<file path="config.mk">
export PLATFORM = sky130hd
export DESIGN_NAME = spi_sram_controller_flat
export DESIGN_NICKNAME = d
export VERILOG_FILES = /design/src/rtl/spi_sram_controller_if.sv /design/src/rtl/spi_sram_controller.sv /design/src/flat_wrapper.sv
export SDC_FILE = /design/constraint.sdc
export NUM_CORES = 1
export LEC_CHECK = 0
export ABC_AREA = 1
export CORE_MARGIN = 3
export CORE_UTILIZATION = 55
export CTS_CLUSTER_DIAMETER = 120
export DETAILED_ROUTE_END_ITERATION = 8
export HOLD_SLACK_MARGIN = 0.1
export PLACE_DENSITY = 0.8
export SLEW_MARGIN = 0
export SYNTH_ARGS = -nofsm -noshare
export SYNTH_HDL_FRONTEND = slang
export SYNTH_SLANG_ARGS = --single-unit
</file>
<file path="constraint.sdc">
create_clock -name clk -period 4.2 [get_ports clk]
set_clock_uncertainty 0.2 [all_clocks]
set_input_delay 0.42 -clock clk [delete_from_list [all_inputs] [get_ports clk]]
set_output_delay 0.42 -clock clk [all_outputs]
set_load 0.005 [all_outputs]
</file>
<file path="src/rtl/spi_sram_controller_if.sv">
// Request-port and SPI pin bundle between the core, the SRAM controller and the SRAM.
interface spi_sram_controller_if #(
  parameter int ADDR_LEN  = 17,
  parameter int WORD_SIZE = 16
);
  logic [ADDR_LEN-1:0]  mem_address;
  logic [WORD_SIZE-1:0] mem_write_value;
  logic                 mem_write_enable;
  logic                 mem_request;
  logic [WORD_SIZE-1:0] mem_read_value;
  logic                 mem_request_complete;
  logic                 mem_busy;
  logic                 sd_cs;
  logic                 sd_si;
  logic                 sd_so;
  logic                 sclk;

  // Core / SRAM side: issues requests and returns MISO.
  modport master (
    output mem_address, mem_write_value, mem_write_enable, mem_request, sd_so,
    input  mem_read_value, mem_request_complete, mem_busy, sd_cs, sd_si, sclk
  );

  // Controller side.
  modport slave (
    input  mem_address, mem_write_value, mem_write_enable, mem_request, sd_so,
    output mem_read_value, mem_request_complete, mem_busy, sd_cs, sd_si, sclk
  );
endinterface

</file>
<file path="src/rtl/spi_sram_controller.sv">
// SPI mode-0 master for serial SRAM: one single-word read or write per request.
// Frame is {cmd, zero-extended address, data}, MSB first, N = 8 + ADDR_FIELD + WORD_SIZE bits.
module spi_sram_controller #(
  parameter int         WORD_SIZE  = 16,
  parameter int         ADDR_LEN   = 17,
  parameter int         ADDR_FIELD = 24,
  parameter int         CLK_DIV    = 2,
  parameter logic [7:0] READ_CMD   = 8'h03,
  parameter logic [7:0] WRITE_CMD  = 8'h02
) (
  input  logic                  clk,
  input  logic                  rst_n,
  input  logic                  ena,
  spi_sram_controller_if.slave  bus
);

  localparam int N     = 8 + ADDR_FIELD + WORD_SIZE;
  localparam int DIV_W = (CLK_DIV > 1) ? $clog2(CLK_DIV) : 1;
  localparam int BIT_W = $clog2(N + 1);

  typedef enum logic [1:0] {IDLE, SHIFT, DONE} state_t;

  state_t               state, state_nxt;
  logic [N-1:0]         shift_q;
  logic [WORD_SIZE-1:0] rx_q;
  logic [WORD_SIZE-1:0] read_q;
  logic [DIV_W-1:0]     div_q;
  logic [BIT_W-1:0]     bit_q;
  logic                 sclk_q;
  logic                 we_q;

  logic                  start;
  logic                  tick;
  logic                  last_fall;
  logic [ADDR_FIELD-1:0] addr_ext;
  logic [N-1:0]          frame;

  // Acceptance, divider wrap and final falling edge; frame built from the live request operands.
  always_comb begin
    start     = (state == IDLE) && ena && bus.mem_request;
    tick      = (div_q == DIV_W'(CLK_DIV - 1));
    last_fall = (state == SHIFT) && tick && sclk_q && (bit_q == BIT_W'(N - 1));
    addr_ext  = ADDR_FIELD'(bus.mem_address);
    frame     = {(bus.mem_write_enable ? WRITE_CMD : READ_CMD), addr_ext,
                 (bus.mem_write_enable ? bus.mem_write_value : {WORD_SIZE{1'b0}})};
  end

  // State register; reset wins over everything.
  always_ff @(posedge clk) begin
    if (!rst_n) state <= IDLE;
    else        state <= state_nxt;
  end

  // Next state: losing ena anywhere outside IDLE abandons the frame without a done pulse.
  always_comb begin
    state_nxt = state;
    if (!ena) begin
      state_nxt = IDLE;
    end else begin
      case (state)
        IDLE:    if (bus.mem_request) state_nxt = SHIFT;
        SHIFT:   if (last_fall)       state_nxt = DONE;
        DONE:    state_nxt = IDLE;
        default: state_nxt = IDLE;
      endcase
    end
  end

  // Shift engine: latch operands at acceptance, sample MISO on sclk rise, advance MOSI on sclk fall.
  always_ff @(posedge clk) begin
    if (!rst_n) begin
      shift_q <= '0;
      rx_q    <= '0;
      read_q  <= '0;
      div_q   <= '0;
      bit_q   <= '0;
      sclk_q  <= 1'b0;
      we_q    <= 1'b0;
    end else if (start) begin
      shift_q <= frame;
      we_q    <= bus.mem_write_enable;
      div_q   <= '0;
      bit_q   <= '0;
      sclk_q  <= 1'b0;
    end else if (state == SHIFT && ena) begin
      if (tick) begin
        div_q  <= '0;
        sclk_q <= ~sclk_q;
        if (!sclk_q) begin
          rx_q <= WORD_SIZE'({rx_q, bus.sd_so});
        end else begin
          shift_q <= shift_q << 1;
          bit_q   <= bit_q + 1'b1;
          if (last_fall && !we_q) read_q <= rx_q;
        end
      end else begin
        div_q <= div_q + 1'b1;
      end
    end else begin
      div_q  <= '0;
      bit_q  <= '0;
      sclk_q <= 1'b0;
    end
  end

  // Pin and status outputs decoded from state; MOSI is forced low outside the shift phase.
  always_comb begin
    bus.sd_cs                = (state != SHIFT);
    bus.mem_busy             = (state == SHIFT);
    bus.mem_request_complete = (state == DONE);
    bus.sclk                 = sclk_q;
    bus.sd_si                = (state == SHIFT) ? shift_q[N-1] : 1'b0;
    bus.mem_read_value       = read_q;
  end

endmodule
</file>
<file path="src/flat_wrapper.sv">
// flat-port wrapper written by rule: the top's interface ports become plain ports
module spi_sram_controller_flat 
#(
  parameter int         WORD_SIZE  = 16,
  parameter int         ADDR_LEN   = 17,
  parameter int         ADDR_FIELD = 24,
  parameter int         CLK_DIV    = 2,
  parameter logic [7:0] READ_CMD   = 8'h03,
  parameter logic [7:0] WRITE_CMD  = 8'h02
)
  (clk, rst_n, ena, bus_mem_address, bus_mem_write_value, bus_mem_write_enable, bus_mem_request, bus_sd_so, bus_mem_read_value, bus_mem_request_complete, bus_mem_busy, bus_sd_cs, bus_sd_si, bus_sclk);
  spi_sram_controller_if #(.ADDR_LEN(ADDR_LEN), .WORD_SIZE(WORD_SIZE)) bus_i ();
  input  logic clk;
  input  logic rst_n;
  input  logic ena;
  input wire logic [$bits(bus_i.mem_address)-1:0] bus_mem_address;
  input wire logic [$bits(bus_i.mem_write_value)-1:0] bus_mem_write_value;
  input wire logic [$bits(bus_i.mem_write_enable)-1:0] bus_mem_write_enable;
  input wire logic [$bits(bus_i.mem_request)-1:0] bus_mem_request;
  input wire logic [$bits(bus_i.sd_so)-1:0] bus_sd_so;
  output wire logic [$bits(bus_i.mem_read_value)-1:0] bus_mem_read_value;
  output wire logic [$bits(bus_i.mem_request_complete)-1:0] bus_mem_request_complete;
  output wire logic [$bits(bus_i.mem_busy)-1:0] bus_mem_busy;
  output wire logic [$bits(bus_i.sd_cs)-1:0] bus_sd_cs;
  output wire logic [$bits(bus_i.sd_si)-1:0] bus_sd_si;
  output wire logic [$bits(bus_i.sclk)-1:0] bus_sclk;
  assign bus_i.mem_address = bus_mem_address;
  assign bus_i.mem_write_value = bus_mem_write_value;
  assign bus_i.mem_write_enable = bus_mem_write_enable;
  assign bus_i.mem_request = bus_mem_request;
  assign bus_i.sd_so = bus_sd_so;
  assign bus_mem_read_value = bus_i.mem_read_value;
  assign bus_mem_request_complete = bus_i.mem_request_complete;
  assign bus_mem_busy = bus_i.mem_busy;
  assign bus_sd_cs = bus_i.sd_cs;
  assign bus_sd_si = bus_i.sd_si;
  assign bus_sclk = bus_i.sclk;
  spi_sram_controller #(.WORD_SIZE(WORD_SIZE), .ADDR_LEN(ADDR_LEN), .ADDR_FIELD(ADDR_FIELD), .CLK_DIV(CLK_DIV), .READ_CMD(READ_CMD), .WRITE_CMD(WRITE_CMD)) u_core (.clk(clk), .rst_n(rst_n), .ena(ena), .bus(bus_i));
endmodule
</file>
# Word level (Yosys, flattened, before mapping)
# Index checks and enable logic that the tools add are counted.
[word_totals]
regBits = 91
inputBits = 39
elab_cells = 53
output_inout_bits = 21
[classes]
eq_ne = 6
reduce_logical = 22
n_bitwise = 4
addsub = 2
n_mux = 10
[ops]
columns = ["cell", "count"]
rows = [
  ["$mux W48", 4],
  ["$mux W16", 1],
  ["$logic_and A1 B1 Y1", 7],
  ["$add A6 B1 Y6 const B", 1],
  ["$eq A6 B6 Y1 const B", 1],
  ["$reduce_and A2 Y1", 3],
  ["$reduce_and A3 Y1", 2],
  ["$reduce_bool A2 Y1", 3],
  ["$reduce_and A5 Y1", 1],
  ["$mux W2", 2],
  ["$ne A2 B1 Y1 const B", 2],
  ["$not A1 Y1", 4],
  ["$pmux W2 S2", 1],
  ["$reduce_and A4 Y1", 1],
  ["$reduce_or A4 Y1", 1],
  ["$reduce_or A3 Y1", 1],
  ["$eq A2 B1 Y1 const B", 1],
  ["$eq A2 B2 Y1 const B", 1],
  ["$logic_not A2 Y1", 1],
  ["$mux W1", 2],
  ["$ne A2 B2 Y1 const B", 1],
  ["$reduce_or A2 Y1", 1],
  ["$add A1 B1 Y1 const B", 1],
  ["$logic_not A1 Y1", 1],
]

# Longest topological paths before layout
[depth]
ltp_word = 6
ltp_mapped = 9
mapped_depth_nobuf = 8

# Worst setup path after synthesis
# Ideal clock, no wire load.
[synth_timing]
path_type = "reg-to-reg"
start = "reg u_core.sclk_q (netlist: u_core.bus.sclk)"
end = "reg u_core.read_q[10] (netlist: u_core.bus.mem_read_value[10])"
synth_period_minus_slack_ps = 1650
setup_slack_ps = 2550
t_arrival_ps = 1337
setup_time_ps = 113
required_time_ps = 3887
stages_incl_launch_ff = 8
path_buffers = 2
path_cell_list = "dfxtp_1 > buf_2 > nand2_2 > nor3_2 > buf_2 > nand3_1 > nand2_1 > nor2_1"
[synth_via]
elab_chain_len = 4
[synth_rtl]
columns = ["element", "line", "text"]
rows = [
  ["start, declared", "spi_sram_controller.sv:29", "logic sclk_q;"],
  ["start signal, assigned", "spi_sram_controller.sv:88", "sclk_q <= ~sclk_q;"],
  ["$logic_and A1 B1 Y1 (2 in a row)", "spi_sram_controller.sv:42", "last_fall = (state == SHIFT) && tick && sclk_q && (bit_q == BIT_W'(N - 1));"],
  ["$logic_and A1 B1 Y1", "spi_sram_controller.sv:94", "if (last_fall && !we_q) read_q <= rx_q;"],
  ["$reduce_and A5 Y1 (no source line) (*)", "-", ""],
  ["end signal, assigned", "spi_sram_controller.sv:94", ""],
  ["end, declared", "spi_sram_controller.sv:26", "logic [WORD_SIZE-1:0] read_q;"],
]
# Mark *: on every way between the ends. The rest lies on a longest branch, timed or not.
# A chain may end at the register's enable or synchronous reset.

# Final worst setup path
[layout_timing]
start = "in ena"
end = "reg u_core.shift_q[12]"
[layout_via]
elab_chain_len = 4
word_cells_on_any_way = 8
classes_between = "mux: 1; reduce/logical: 7"
[layout_rtl]
columns = ["element", "line", "text"]
rows = [
  ["start, declared", "flat_wrapper.sv:15", "input logic ena;"],
  ["$logic_and A1 B1 Y1 (2 in a row)", "spi_sram_controller.sv:40", "start = (state == IDLE) && ena && bus.mem_request;"],
  ["$reduce_bool A2 Y1 (no source line)", "-", ""],
  ["$reduce_and A3 Y1 (no source line)", "-", ""],
  ["end signal, assigned", "spi_sram_controller.sv:80", "shift_q <= frame;"],
  ["end signal, assigned", "spi_sram_controller.sv:92", "shift_q <= shift_q << 1;"],
  ["end, declared", "spi_sram_controller.sv:24", "logic [N-1:0] shift_q;"],
]
# Parallel ways exist; a longest one is shown, timed or not.

==> reports/qor.yml <==
grt_use_total: 0.2092
ys_ff_latch: 91
antenna_found_initial: 0
design.core.area_sq_um: 6869
drt_iter0_drc: 193
drv_cap: 0
htree_levels: 3
avgSynthCellArea_sq_um: 6.694
hold_depth: 2
hold_start: "u_core.shift_q[35]"
finalCritPeriodShare: 0.7149
worst-r2r-cell-count: 7
hold_viol_final: 0
fin_setup_tns_ps: 0
grt_max_degree: 41
syn_to_final_growth_pct: 19.71
reg2reg_to: "u_core.shift_q[12]"
grt_pass1_vias: 3353
clock-sinks: 91
num-nets-final: 669
syn_area_sq_um: 3923
postCtsHoldBufs: 0
die_x_microns: 90.45
crit_arrival_ps: 3070
r2r-start: "u_core.state[0]"
p_leak_uw: 0.001720
place_congestion: 0.8111
wl_per_cell_microns: 11.21
viasPerCell: 4.974
placedCellCount: 714
vias: 3631
end_kind: "register"
initial_core_util: 0.5710
synth_cells: 586
final_cell_mix: "157 x nand2_1, 124 x nor2_1, 91 x dfxtp_1"
critPathKind: "input pin to register"
finalSetupViolCount: 0
start_kind: "input pin"
dpl.hpwl_mm: 5.543
globalRouteOverflowTotal: 0
fin_crit_ps: 3003
hp-class: "register to register"
cts_buffer_depth: 2
postCtsSetupBuffers: 0
port_buffers: 59
fmax_mhz: 333.1
clkLatencyLatePin_ps: 360
rsz0062_at_grt: "false"
ant_nets: 0
relSlewSlack: 0.1891
drv_slew: 0
tritoncts: "done"
synth_seq_area_share: 0.4644
max-vdd-ir-drop_uv: 169.9
multi_input_area_sq_um: 1750
grt_pass1_wl_mm: 14.40
die_h_microns: 90.45
fin_cells: 730
firstDrtPassIters: 4
worstPathMaxFanout: 27
rows: 30
hold-path-endpoint: "u_core.shift_q[35]"
ios: 60
rrSetupSlack_ps: 1240
dieArea_sq_um: 8181
powerDensity_nw_per_um2: 326.7
seq_area_sq_um: 1822
drc: 0
wl_mm: 8.185
yosys_warnings: 0
worst_pin_slew_ps: 1215
n_antenna_cell: 0
status: "finished, final reports clean"
ys_types: 21
clk_pin_slew_ps: 90
cp.required_ps: 4270
numCtsBuffers: 9
layout-drive-gt1-share: 0.04416
synth_nets: 626
fill_cells: 653
root_buffer: "clkbuf_8"
final_common_cell: "nand2_1"
cts.repair.resized: 0
[cell type report]
type / count / area share
clock buffer: 10 / 0.02718
clock inverter: 6 / 0.01039
inverter: 57 / 0.04556
multi-input combinational: 408 / 0.3728
sequential: 91 / 0.3880
tap: 96 / 0.02558
timing repair buffer: 62 / 0.1306
[Yosys cell counts]
cell      instances  area, sq um
nand2_1         157        589.3
nor2_1          125        469.2
dfxtp_1          91         1822
inv_1            57        214.0
a21oi_1          51        255.2
nand3_1          36        180.2
o21ai_0          23        115.1
clkbuf_1         14        52.55
buf_2            12        60.06
buf_4             3        22.52
nand4_1           3        18.77
nand2_2           2        12.51
nand3_2           2        20.02
nor2_4            2        22.52
nor3_1            2        10.01
buf_1             1        3.750
ha_1              1        12.51
nand3_4           1        17.52
nor3_2            1        10.01
or2_2             1        6.260
xnor2_1           1        8.760
[sequential cells by signal, indices dropped and copies added (netlist names)]
signal,cells
u_core.bus.mem_read_value,16
u_core.we_q,1
u_core.div_q,1
u_core.bus.sclk,1
u_core.state,2
u_core.rx_q,16
u_core.bit_q,6
u_core.shift_q,48
[metal layers]
layer	vias up	wire, microns	global-route usage
met5	-	0	0
met4	0	198	0.09311
met3	17	386	0.03500
met2	81	3975	0.3671
met1	1638	3624	0.2508
li1	1895	-	-
[stage by stage]
stage	hold WS, ps	utilization	instance area (sq um)	total power, uW	worst slack (ps)
6_report	260.5	0.6836	4696	1534	1198
5_1_grt	284.8	0.6836	4696	1595	956.7
3_5_place_dp	251.8	0.6579	4519	1018	861.9
4_1_cts	266.1	0.6836	4696	1544	1228
3_3_place_gp	244.7	0.6579	4519	1015	942.1
2_1_floorplan	229.1	-	3923	965.4	2550
[power by group]
group          switching [uW]  internal, uW
logic                    57.6          53.4
registers                9.52           877
clock network             315           222
[kinds of logic after synthesis]
logic type | Yosys count | share of synthesized area
xor gates and xnor gates | 1 | 0.002233
DFF | 91 | 0.4644
adders and majority gates | 1 | 0.003189
and+or+nand+nor | 332 | 0.3458
buffers and inverters | 87 | 0.08995
AOI/OAI and AO/OA | 74 | 0.09442
[worst max-delay path: stages]
cell and delay, ps:
clkdlybuf4s50_1 490, nand3_2 330, inv_1 380, nor2_2 880, buf_4 340, nand2_1 80, a21oi_1 140
[how the worst max path moves through the flow]
| stage | from | end | slack [ps] |
|---|---|---|---|
| 2_1_floorplan | u_core.bus.sclk | u_core.bus.mem_read_value[10] | 2550 |
| 3_3_place_gp | ena | u_core.shift_q[8] | 940 |
| 3_5_place_dp | ena | u_core.shift_q[12] | 860 |
| 4_1_cts | ena | u_core.shift_q[12] | 1230 |
| 5_1_grt | ena | u_core.shift_q[7] | 960 |
| 6_report | ena | u_core.shift_q[12] | 1200 |
(Power assumes the default switching activity.)
